===== config.mk =====
export PLATFORM = sky130hd
export DESIGN_NAME = regfile_wb_arbiter
export DESIGN_NICKNAME = d
export VERILOG_FILES = /design/src/rtl/regfile_wb_arbiter.sv
export SDC_FILE = /design/constraint.sdc
export NUM_CORES = 1
export LEC_CHECK = 0
export ABC_CLOCK_PERIOD_IN_PS = 3430
export BUFFER_PORTS_ARGS = -buffer_cell sky130_fd_sc_hd__clkbuf_2
export CELL_PAD_IN_SITES_DETAIL_PLACEMENT = 0
export CELL_PAD_IN_SITES_GLOBAL_PLACEMENT = 1
export CORE_MARGIN = 3
export CORE_UTILIZATION = 40
export DETAILED_ROUTE_END_ITERATION = 8
export HOLD_SLACK_MARGIN = 0.05
export PLACE_DENSITY = 0.8
export SLEW_MARGIN = 10
export SYNTH_ARGS = -nofsm -noshare
export SYNTH_HDL_FRONTEND = slang
export SYNTH_SLANG_ARGS = --single-unit

===== constraint.sdc =====
create_clock -name clk -period 3.43 [get_ports clk]
set_input_delay 0.1715 -clock clk [delete_from_list [all_inputs] [get_ports clk]]
set_output_delay 0.1715 -clock clk [all_outputs]
set_load 0.02 [all_outputs]

===== src/rtl/regfile_wb_arbiter.sv =====
// regfile_wb_arbiter: arbitrates the register-file write port between ALU writeback and buffered load returns, tracks pending loads and stalls decode
// Ports: clk/rst_n (async active-low); alu_valid/alu_rd/alu_data -> alu_ready;
//        ld_valid/ld_rd/ld_data -> ld_ready; iss_ld/iss_rd scoreboard set;
//        dec_rs1/dec_rs2/dec_rd -> hazard; rf_we/rf_rd/rf_data write port; err sticky.
module regfile_wb_arbiter #(
  parameter int XLEN = 32,
  parameter int LQ_DEPTH = 2,
  parameter int STARVE_LIMIT = 4
) (
  input  logic            clk,
  input  logic            rst_n,
  input  logic            alu_valid,
  input  logic [3:0]      alu_rd,
  input  logic [XLEN-1:0] alu_data,
  output logic            alu_ready,
  input  logic            ld_valid,
  input  logic [3:0]      ld_rd,
  input  logic [XLEN-1:0] ld_data,
  output logic            ld_ready,
  input  logic            iss_ld,
  input  logic [3:0]      iss_rd,
  input  logic [3:0]      dec_rs1,
  input  logic [3:0]      dec_rs2,
  input  logic [3:0]      dec_rd,
  output logic            hazard,
  output logic            rf_we,
  output logic [3:0]      rf_rd,
  output logic [XLEN-1:0] rf_data,
  output logic            err
);
  localparam int AW = $clog2(LQ_DEPTH);
  localparam int SW = $clog2(STARVE_LIMIT + 1);
  logic [AW:0]      wr_q, rd_q;
  logic [3:0]       mem_rd_q [LQ_DEPTH];
  logic [XLEN-1:0]  mem_data_q [LQ_DEPTH];
  logic [SW-1:0]    starve_q, starve_d;
  logic [15:0]      pend_q, pend_d, set_v, clr_v;
  logic             err_q, err_d;
  logic             empty, full, push, ld_gnt, alu_gnt;
  logic [3:0]       head_rd;
  logic [XLEN-1:0]  head_data;
  assign empty     = wr_q == rd_q;
  assign full      = (wr_q[AW] != rd_q[AW]) && (wr_q[AW-1:0] == rd_q[AW-1:0]);
  assign head_rd   = mem_rd_q[rd_q[AW-1:0]];
  assign head_data = mem_data_q[rd_q[AW-1:0]];
  assign ld_ready  = !full;
  assign push      = ld_valid && ld_ready;
  // a waiting load wins when the ALU is idle or has used up its starvation budget
  assign ld_gnt    = !empty && (starve_q == SW'(STARVE_LIMIT) || !alu_valid);
  assign alu_gnt   = !ld_gnt && alu_valid;
  assign alu_ready = alu_gnt;
  assign rf_rd     = ld_gnt ? head_rd : alu_gnt ? alu_rd : 4'd0;
  assign rf_data   = ld_gnt ? head_data : alu_gnt ? alu_data : '0;
  assign rf_we     = (ld_gnt || alu_gnt) && rf_rd != 4'd0;
  assign hazard    = pend_q[dec_rs1] || pend_q[dec_rs2] || pend_q[dec_rd];
  assign err       = err_q;
  always_comb begin
    set_v    = 16'(iss_ld) << iss_rd;
    clr_v    = 16'(ld_gnt) << head_rd;
    // set is applied after clear so a same-cycle reissue keeps the bit; x0 never pends
    pend_d   = ((pend_q & ~clr_v) | set_v) & 16'hFFFE;
    starve_d = (ld_gnt || empty) ? '0 :
               (alu_gnt && starve_q != SW'(STARVE_LIMIT)) ? starve_q + 1'b1 : starve_q;
    err_d    = err_q
             || (alu_gnt && alu_rd != 4'd0 && pend_q[alu_rd])
             || (ld_gnt && !pend_q[head_rd])
             || (iss_ld && iss_rd != 4'd0 && pend_q[iss_rd] && !clr_v[iss_rd]);
  end
  always_ff @(posedge clk or negedge rst_n) begin
    if (!rst_n) begin
      wr_q     <= '0;
      rd_q     <= '0;
      starve_q <= '0;
      pend_q   <= '0;
      err_q    <= 1'b0;
    end else begin
      wr_q     <= wr_q + (AW+1)'(push);
      rd_q     <= rd_q + (AW+1)'(ld_gnt);
      starve_q <= starve_d;
      pend_q   <= pend_d;
      err_q    <= err_d;
    end
  end
  always_ff @(posedge clk) begin
    if (push) begin
      mem_rd_q[wr_q[AW-1:0]]   <= ld_rd;
      mem_data_q[wr_q[AW-1:0]] <= ld_data;
    end
  end
endmodule


==> summary.md <==
| Metric | Value |
|---|---|
| Post-Syn Area | `4867 um2` |
| Reg2reg path depth | `7` |
| Setup CP Type | `reg2out` |
| Worst clock skew | `7.096 ps` |
| Number of max-cap violations | `0` |
| Worst R2R Start | `rd_q[0]$_DFF_PN0_` |
| Worst Hold Depth | `1` |
| GRT Total Usage | `17.71%` |
| Via-to-Cell Ratio | `5.477` |
| Via count | `3768` |
| Top-count cell post-synth | `edfxtp_1` |
| Die Span Y | `116.3 um` |
| Post-synth top flop | `edfxtp_1` |
| Static leakage | `2.589 nW` |
| Status | `finished, final reports clean` |
| Final Core Density | `54.09%` |
| First-pass GRT wire length | `18400 um` |
| Distinct cells, synth | `38` |
| Worst r2r dst | `err$_DFF_PN0_` |
| Max clock buf depth | `2` |
| Number of global-route vias before repair | `3635` |
| Yosys top cell area share | `44.42%` |
| Die ar. | `13530 um2` |
| Row cnt | `39` |
| Fin crit share | `79.63%` |
| Global route overflow | `0` |
| Synth area leaders | `edfxtp_1, dfrtp_1, mux2i_1` |
| Top cells by count, synth | `edfxtp_1, o21ai_0, mux2i_1` |
| Setup WS post-layout | `698.9 ps` |
| Routed Antenna Nets | `0` |
| Final hold vios | `0` |
| Power consumption | `5.433 mW` |
| Pwr dens | `861.2 nW/um2` |
| Maximum clock rate | `0.3661 GHz` |
| Initial core utilization | `41.73%` |
| Register area share after synthesis | `56.25%` |
| Worst skew pair latency | `330 ps` |
| Root buffer cell | `clkbuf_16` |
| Layout cells sized above 1 | `34.13%` |
| Horiz. Die Dim | `116.3 um` |
| Setup TNS | `0 ps` |
| Req. time, crit path | `3260 ps` |
| Worst-path clk slew | `60 ps` |
| CTS resizes | `0` |
| Routed WL | `11980 um` |
| Placement Setup Slack | `986.7 ps` |
| Routed WL per cell | `17.42 um` |
| CP arrival | `2560 ps` |
| Setup-failing EPs final | `0` |
| Finished Layout Cells | `688` |
| Hold Path Sink | `mem_rd_q[0][1]$_DFFE_PP_` |
| I/O Buffers | `133` |
| Yosys top cell by area | `edfxtp_1` |
| Crit start category | `register` |
| Num CTS Buffers | `9` |
| Diodes inserted | `0` |
| GP Congestion | `0.9074` |
| Core area | `11660 um2` |
| Pin slew with the least headroom to its limit | `891.0 ps` |
| Area delta synth->final | `29.61%` |
| CTS H-tree depth | `3` |
| Dpl cells | `637` |
| Cell count after synthesis | `378` |
| Critical Path Fanout Max | `75` |
| Syn Area/Cell | `12.88 um2` |
| HPWL Detailed | `8494 um` |
| Min Tclk post-route | `2731 ps` |
| Synth warn | `0` |
| Ports | `134` |
| Postcts setup bufs | `0` |
| Slew headroom | `40.60%` |
| Crit path from | `rd_q[0]$_DFF_PN0_` |
| Crit. End Element | `output port` |
| Largest net degree at the start of global routing | `76` |
| Max Slew Vio Count | `0` |
| DRT Pass-1 Iters | `4` |
| TritonCTS Sinks | `95` |
| TritonCTS clock tree | `done` |
| Reg2Reg Setup Slack | `990 ps` |
| FFs w/ async S/R, synth | `24.21%` |
| Class of the worst hold path | `in2reg` |
| VDD IR max | `410.6 uV` |
| Final Net Count | `639` |
| RSZ-0062 raised after global routing | `no` |
| Synth Net Count | `476` |
| Synthesized flop and latch total | `95` |
| Initial DRC count | `192` |
| HP Start | `ld_rd[1]` |
| Residual DRC | `0` |
| Initial antenna violation count | `0` |
| EDFF count, synth | `72` |
==> worst max-delay path by stage <==
stage	end	slack, ps	cells after the start
5_1_grt	rf_data[17]	520	6
4_1_cts	rf_data[17]	690	6
2_1_floorplan	mem_data_q[1][0]$_DFFE_PP_	990	5
6_report	rf_data[17]	700	6
3_3_place_gp	err$_DFF_PN0_	1010	7
3_5_place_dp	rd_q[1]$_DFF_PN0_	990	6
==> where the power goes <==
group	internal (mW)	total (mW)	switching, mW	leakage, nW
logic	0.966	2.41	1.45	1.51
registers	1.68	2.05	0.361	0.939
clock network	0.567	0.976	0.408	0.144
total	3.22	5.43	2.21	2.59
==> cells by family after synthesis <==
family | Yosys count | share of synthesized area, %
adder cells (fa/ha/maj) | 5 | 1.285
flip-flops | 95 | 56.25
buffers and inverters | 31 | 3.085
XOR/XNOR | 7 | 1.414
AND/OR/NAND/NOR | 81 | 8.432
AO/OA/AOI/OAI | 90 | 10.75
multiplexers | 69 | 18.79
==> repair_timing <==
item | in CTS | in global routing
hold buffers | 36 | 0
endpoints found under the setup margin | 0 | 0
hold endpoints to repair | 93 | 0
==> worst max-delay path, stage by stage (launching register included) <==
cell and delay (ps):
dfrtp_2 630, xor2_2 170, o21ai_4 310, buf_4 590, nand3_1 160, o21ai_0 120
clkbuf_2 220
==> metrics by stage <==
stage | cell area [um2] | hold slack, ps
floorplan | 4867 | -124.1
global placement | 5654 | 196.7
detailed placement | 5654 | 205.2
CTS | 6309 | 63.16
global route | 6309 | 69.52
finish | 6309 | 70.00
==> flip-flops by register name, indices dropped and copies added (netlist names) <==
register and flops:
wr_q 2, rd_q 2, err 1, pend_q 15
mem_data_q 64, mem_rd_q 8, starve_q 3
==> cell type report <==
cell class	count	area (um2)
clock buffers	9	225.2
clock inverters	6	68.82
fillers	970	5354
flip-flops and latches	95	2739
inverters	7	26.28
multi-input cells	252	1992
repair buffers	176	1079
well taps	143	178.9
==> metal layers <==
metal | up-vias | part of all wire [%] | GRT usage, %
met5 | - | 0 | 0
met4 | 0 | 1.9 | 7.193
met3 | 19 | 7.2 | 4.145
met2 | 148 | 50 | 28.99
met1 | 1808 | 41 | 22.78
li1 | 1793 | - | -
==> placed cells by master (no fill, tap or decap), drive strengths merged, types with 2 or more instances in the layout <==
cell type / count
xor2: 4
nand3b: 2
a21oi: 8
ha: 5
nor2: 11
dlygate4sd3: 36
nand2b: 6
o211ai: 4
mux2i: 46
edfxtp: 72
buf: 7
dfrtp: 23
nand3: 41
nand2: 10
mux2: 6
o2111ai: 2
and2: 2
o21ai: 59
mux4: 17
xnor2: 3
o22ai: 4
clkbuf: 142
o41ai: 11
or2: 3
inv: 10
Note: power is estimated with default switching activity, not from simulation.
